===== src/rtl/param_updown_counter.sv =====
`default_nettype none
// ============================================================================
//  Module   : param_updown_counter
//  Purpose  : Prescaled up/down counter with programmable terminal value
//             (modulus), wrap or saturate boundary behaviour, synchronous
//             load, compare-match pulse and a sticky boundary-event flag.
//  Ports    :
//    clk        in   1      clock, rising edge
//    reset      in   1      asynchronous, active-high reset
//    en         in   1      count enable (gates prescaler and counting)
//    dir        in   1      0 = count up, 1 = count down
//    sat_mode   in   1      0 = wrap at boundary, 1 = saturate at boundary
//    load       in   1      synchronous load strobe (wins over a tick)
//    load_val   in   WIDTH  value to load, clamped to modulus
//    modulus    in   WIDTH  terminal value; count range is 0..modulus
//    prescale   in   PSC_W  count steps once per prescale+1 enabled cycles
//    cmp_val    in   WIDTH  compare value for cmp_hit
//    clr_ovf    in   1      clears ovf_sticky
//    count      out  WIDTH  current count (registered)
//    tc         out  1      terminal-count pulse, one cycle per boundary event
//    cmp_hit    out  1      pulse when count changes to cmp_val
//    ovf_sticky out  1      set by any boundary event, cleared by clr_ovf
//  Revision : 1.0  initial release
// ============================================================================
module param_updown_counter #(
  parameter int WIDTH = 8,
  parameter int PSC_W = 4
) (
  input  logic             clk,
  input  logic             reset,
  input  logic             en,
  input  logic             dir,
  input  logic             sat_mode,
  input  logic             load,
  input  logic [WIDTH-1:0] load_val,
  input  logic [WIDTH-1:0] modulus,
  input  logic [PSC_W-1:0] prescale,
  input  logic [WIDTH-1:0] cmp_val,
  input  logic             clr_ovf,
  output logic [WIDTH-1:0] count,
  output logic             tc,
  output logic             cmp_hit,
  output logic             ovf_sticky
);

  localparam logic [WIDTH-1:0] CNT_ONE  = WIDTH'(1);
  localparam logic [WIDTH-1:0] CNT_ZERO = '0;
  localparam logic [PSC_W-1:0] PSC_ONE  = PSC_W'(1);
  localparam logic [PSC_W-1:0] PSC_ZERO = '0;

  logic [PSC_W-1:0] psc_cnt;
  logic [PSC_W-1:0] psc_next;
  logic [WIDTH-1:0] count_next;
  logic             tick;
  logic             boundary;
  logic             hit_next;

  // Next-state selection. Load has priority over a tick and ignores en;
  // a boundary event can only come from a tick, never from a load.
  always_comb begin
    tick       = en && (psc_cnt == prescale);
    count_next = count;
    psc_next   = psc_cnt;
    boundary   = 1'b0;

    if (load) begin
      count_next = (load_val > modulus) ? modulus : load_val;
      psc_next   = PSC_ZERO;
    end else if (tick) begin
      psc_next = PSC_ZERO;
      if (!dir) begin
        // A count above modulus (modulus lowered at runtime) is treated
        // as already past the terminal value.
        if (count < modulus) begin
          count_next = count + CNT_ONE;
        end else begin
          boundary   = 1'b1;
          count_next = sat_mode ? modulus : CNT_ZERO;
        end
      end else begin
        if (count != CNT_ZERO) begin
          count_next = count - CNT_ONE;
        end else begin
          boundary   = 1'b1;
          count_next = sat_mode ? CNT_ZERO : modulus;
        end
      end
    end else if (en) begin
      psc_next = psc_cnt + PSC_ONE;
    end

    // Only a real change of value may raise cmp_hit, so a saturated hold
    // sitting on cmp_val stays quiet.
    hit_next = (load || tick) && (count_next != count) && (count_next == cmp_val);
  end

  always_ff @(posedge clk or posedge reset) begin
    if (reset) begin
      count      <= CNT_ZERO;
      psc_cnt    <= PSC_ZERO;
      tc         <= 1'b0;
      cmp_hit    <= 1'b0;
      ovf_sticky <= 1'b0;
    end else begin
      count      <= count_next;
      psc_cnt    <= psc_next;
      tc         <= boundary;
      cmp_hit    <= hit_next;
      // Set wins over a simultaneous clear.
      ovf_sticky <= boundary | (ovf_sticky & ~clr_ovf);
    end
  end

endmodule
`default_nettype wire


===== config.mk =====
export PLATFORM = sky130hd
export DESIGN_NAME = param_updown_counter
export DESIGN_NICKNAME = d
export VERILOG_FILES = /design/src/rtl/param_updown_counter.sv
export SDC_FILE = /design/constraint.sdc
export NUM_CORES = 1
export LEC_CHECK = 0
export ABC_CLOCK_PERIOD_IN_PS = 3600
export BUFFER_PORTS_ARGS = -buffer_cell sky130_fd_sc_hd__buf_4
export CORE_ASPECT_RATIO = 1.2
export CORE_MARGIN = 2
export CORE_UTILIZATION = 57
export CTS_CLUSTER_DIAMETER = 150
export CTS_CLUSTER_SIZE = 28
export DETAILED_ROUTE_END_ITERATION = 16
export GPL_TIMING_DRIVEN = 0
export PLACE_DENSITY = 0.82
export SLEW_MARGIN = 30
export SYNTH_ARGS = -nofsm -noshare
export SYNTH_HDL_FRONTEND = slang
export SYNTH_SLANG_ARGS = --single-unit

===== constraint.sdc =====
create_clock -name clk -period 3.6 [get_ports clk]
set_clock_uncertainty 0.05 [all_clocks]
set_input_delay 1.08 -clock clk [delete_from_list [all_inputs] [get_ports clk]]
set_output_delay 1.08 -clock clk [all_outputs]
set_load 0.01 [all_outputs]

==> metrics.txt <==
violated checks=setup timing; Post-synth EDFFs=0; Hold/Removal Path Class=register to register; htree depth=1; GPL Wtd Cong=1.06; die area=0.00460 mm²; P per Cell Area=315 mW/mm²; final WL=9180 µm; Max-cap violations=0; TritonRoute pass-1 iters=8; starting density of the core=59.3%; All-Layer GR Usage=39.8%; yosys warns=0; hold slack=491 ps; first-pass GRT wire length=14500 µm; Clk pin slew, worst setup/hold paths=60 ps; RSZ-0062 raised after global routing=true; largest net degree at the start of global routing=16; FP Rows=25; Achievable Freq=0.261 GHz; Num CTS Buffers=3; arrival time worst endpoint=3900 ps; Psw=0.000479 W; CP required=3670 ps; syn nets=348; antenna cell count=0; Clock Latency Late Sink=250 ps; Final min period=3830 ps; Worst Setup Start Kind=primary input; crit path from=modulus[6]; clock power share=13.0%; top-area cell type share of the netlist area=16.2%; crit path kind=primary input to register; Layout area overhead=40.7%; Ports=46; Setup crit end=cmp_hit$_DFF_PP0_; Worst Max-Slew Pin Slew=587 ps; Worst R2R End=cmp_hit$_DFF_PP0_; synthesized cell area=0.00232 mm²; FF-to-FF setup slack=-100 ps; status=finished with violations; total power=0.00103 W; DRC Markers=0; synth top area cells=dfrtp_1 (16%), ha_1 (10%), xnor2_1 (4.9%); Longest Clk Path Bufs=2; initial antenna violation count=0; Static Leakage=1.29 nW; Hold Buf Count CTS=0; Sw Share=46.7%; HPWL after DPL=6070 µm; die width=62.2 µm; Yosys cell types=67; dominant synthesized flop cell=dfrtp_1; Via-to-Cell Ratio=7.06; Max VDD drop=0.000325 V; Yosys top cell by area=dfrtp_1; max-slew violation count=0; Final period util=106%; via count=2908; setup_tns=-234 ps; sequential fraction of the synthesis area=16.2%; DRT iter0 DRCs=326; sinks on the clock net=15; clock tree from TritonCTS=done; Detail Route Antenna Nets=0; internal power=0.000548 W; Mapped Cells=294; Die Height=73.9 µm; DR WL/cell=22.3 µm; Nets=413; final instance area=0.00326 mm²; CTS root buffer=clkbuf_8; placeable core region=0.00391 mm²; Comb power frac=64.7%; final setup margin=-234 ps; async set-reset flop share out of synthesis=100%; CP endpoint kind=register; most frequent cells in the layout=buf_4 (57), nand2_1 (17), a21oi_1 (17); Critical R2R Launch=count[0]$_DFF_PP0_; I/O Buffers=44; Rel. slew slack=60.5%; Final Hold Fails=0; area post-placement=0.00277 mm²; Mean Syn Cell Area=7.89 µm²; worst r2r path cells=12; part of the power in registers=22.4%; share of layout cells above drive strength 1=36.6%; register bit total from synthesis=15; GR Overflow Total=0; CP max FO=5; commonest non-fill, non-tap cell in the layout=buf_4; vias in the first global route=2918; final setup vio count=1
## cells in the mapped netlist, types with 2 or more instances
cell,count
a21oi_1,22
inv_1,22
ha_1,19
nand2_1,19
nor2_1,19
dfrtp_1,15
nand3_1,14
xnor2_1,13
nand4_1,10
o21ai_0,9
and3_1,8
clkbuf_1,7
nor2b_1,7
nor3_1,7
xor2_1,7
nand2b_1,5
o21a_1,5
and2_1,4
o2111ai_1,4
o221ai_1,4
a211o_1,3
a211oi_1,3
a221oi_1,3
a32oi_1,3
nor4_1,3
o21ai_1,3
o22ai_1,3
a2111oi_2,2
a2111oi_4,2
a211o_2,2
a21o_1,2
a311oi_1,2
a311oi_2,2
clkinv_1,2
nor3b_1,2
o211ai_1,2
o311ai_0,2
o31a_1,2
or4_1,2
or4_4,2
## layer usage
layer  routed length, µm  share of wire, %  vias to the layer above  track usage [%]
met3                 938                10                       85             8.58
met2                4100                45                      250             68.4
li1                    -                 -                     1257                -
met1                3400                37                     1316             47.1
met5                   0                 0                        -                0
met4                 736               8.0                        0             21.7
## power groups by stage
stage	Combinational [W]	Clock, W	Sequential (W)
floorplan	0.000342	0	0.000219
global placement	0.000491	0	0.000226
detailed placement	0.000497	0	0.000225
CTS	0.000595	0.000133	0.000226
global route	0.000700	0.000139	0.000232
finish	0.000664	0.000133	0.000230
## layout make-up
type,instances,area (µm²)
multi-input combinational,244,2150
fill,239,646
timing repair buffer,60,474
sequential,15,375
inverter,24,97.6
tap,54,67.6
buffer,11,53.8
clock buffer,4,45.0
## through the flow
step / worst slack [ps] / util [%] / cells
4_1_cts: 4.21 / 80.8 / 410
2_1_floorplan: 10.8 / - / 294
3_5_place_dp: -722 / 70.8 / 392
5_1_grt: -296 / 83.5 / 412
6_report: -234 / 83.5 / 412
3_3_place_gp: -657 / 70.8 / 392
## state kept, by name, indices dropped and copies added, names as in the netlist
| register | flops |
|---|---|
| count | 8 |
| psc_cnt | 4 |
| cmp_hit | 1 |
| ovf_sticky | 1 |
| tc | 1 |
## kinds of logic after synthesis
family | Yosys count | synth area share (%)
buffers and inverters | 35 | 6.20
DFF | 15 | 16.2
xor gates and xnor gates | 20 | 7.55
and+or+nand+nor | 110 | 26.6
muxes | 1 | 0.647
adders and majority gates | 19 | 10.2
AOI/OAI and AO/OA | 94 | 32.6
## worst max-delay path, cell delays in order
cell and delay, ps:
buf_6 110, inv_2 60, ha_1 330, nand4_1 230, nor2_2 270, a211oi_4 110, buf_12 160, nor2_4 210
buf_4 150, o211a_1 150, nand4_1 140, or4_4 580, a2111oi_4 210, a2111oi_2 110
## how the worst min path moves through the flow
stage                     slack [ps]              startpoint                endpoint  cells past startpoint
final                            490    ovf_sticky$_DFF_PP0_    ovf_sticky$_DFF_PP0_                      2
after global routing             510    ovf_sticky$_DFF_PP0_    ovf_sticky$_DFF_PP0_                      2
after CTS                        490    ovf_sticky$_DFF_PP0_    ovf_sticky$_DFF_PP0_                      2
after detailed placement         480    ovf_sticky$_DFF_PP0_    ovf_sticky$_DFF_PP0_                      2
after global placement           480    ovf_sticky$_DFF_PP0_    ovf_sticky$_DFF_PP0_                      2
after floorplan                  470  psc_cnt[3]$_DFFE_PP0P_  psc_cnt[3]$_DFFE_PP0P_                      2
## repair_timing
action	4_1_cts	5_1_grt
endpoints found under the hold margin	0	0
gates resized for setup	51	16
setup endpoints to repair	1	1
pin swaps	27	12
setup buffers	14	2
gates cloned	0	0
(Power assumes the default switching activity.)
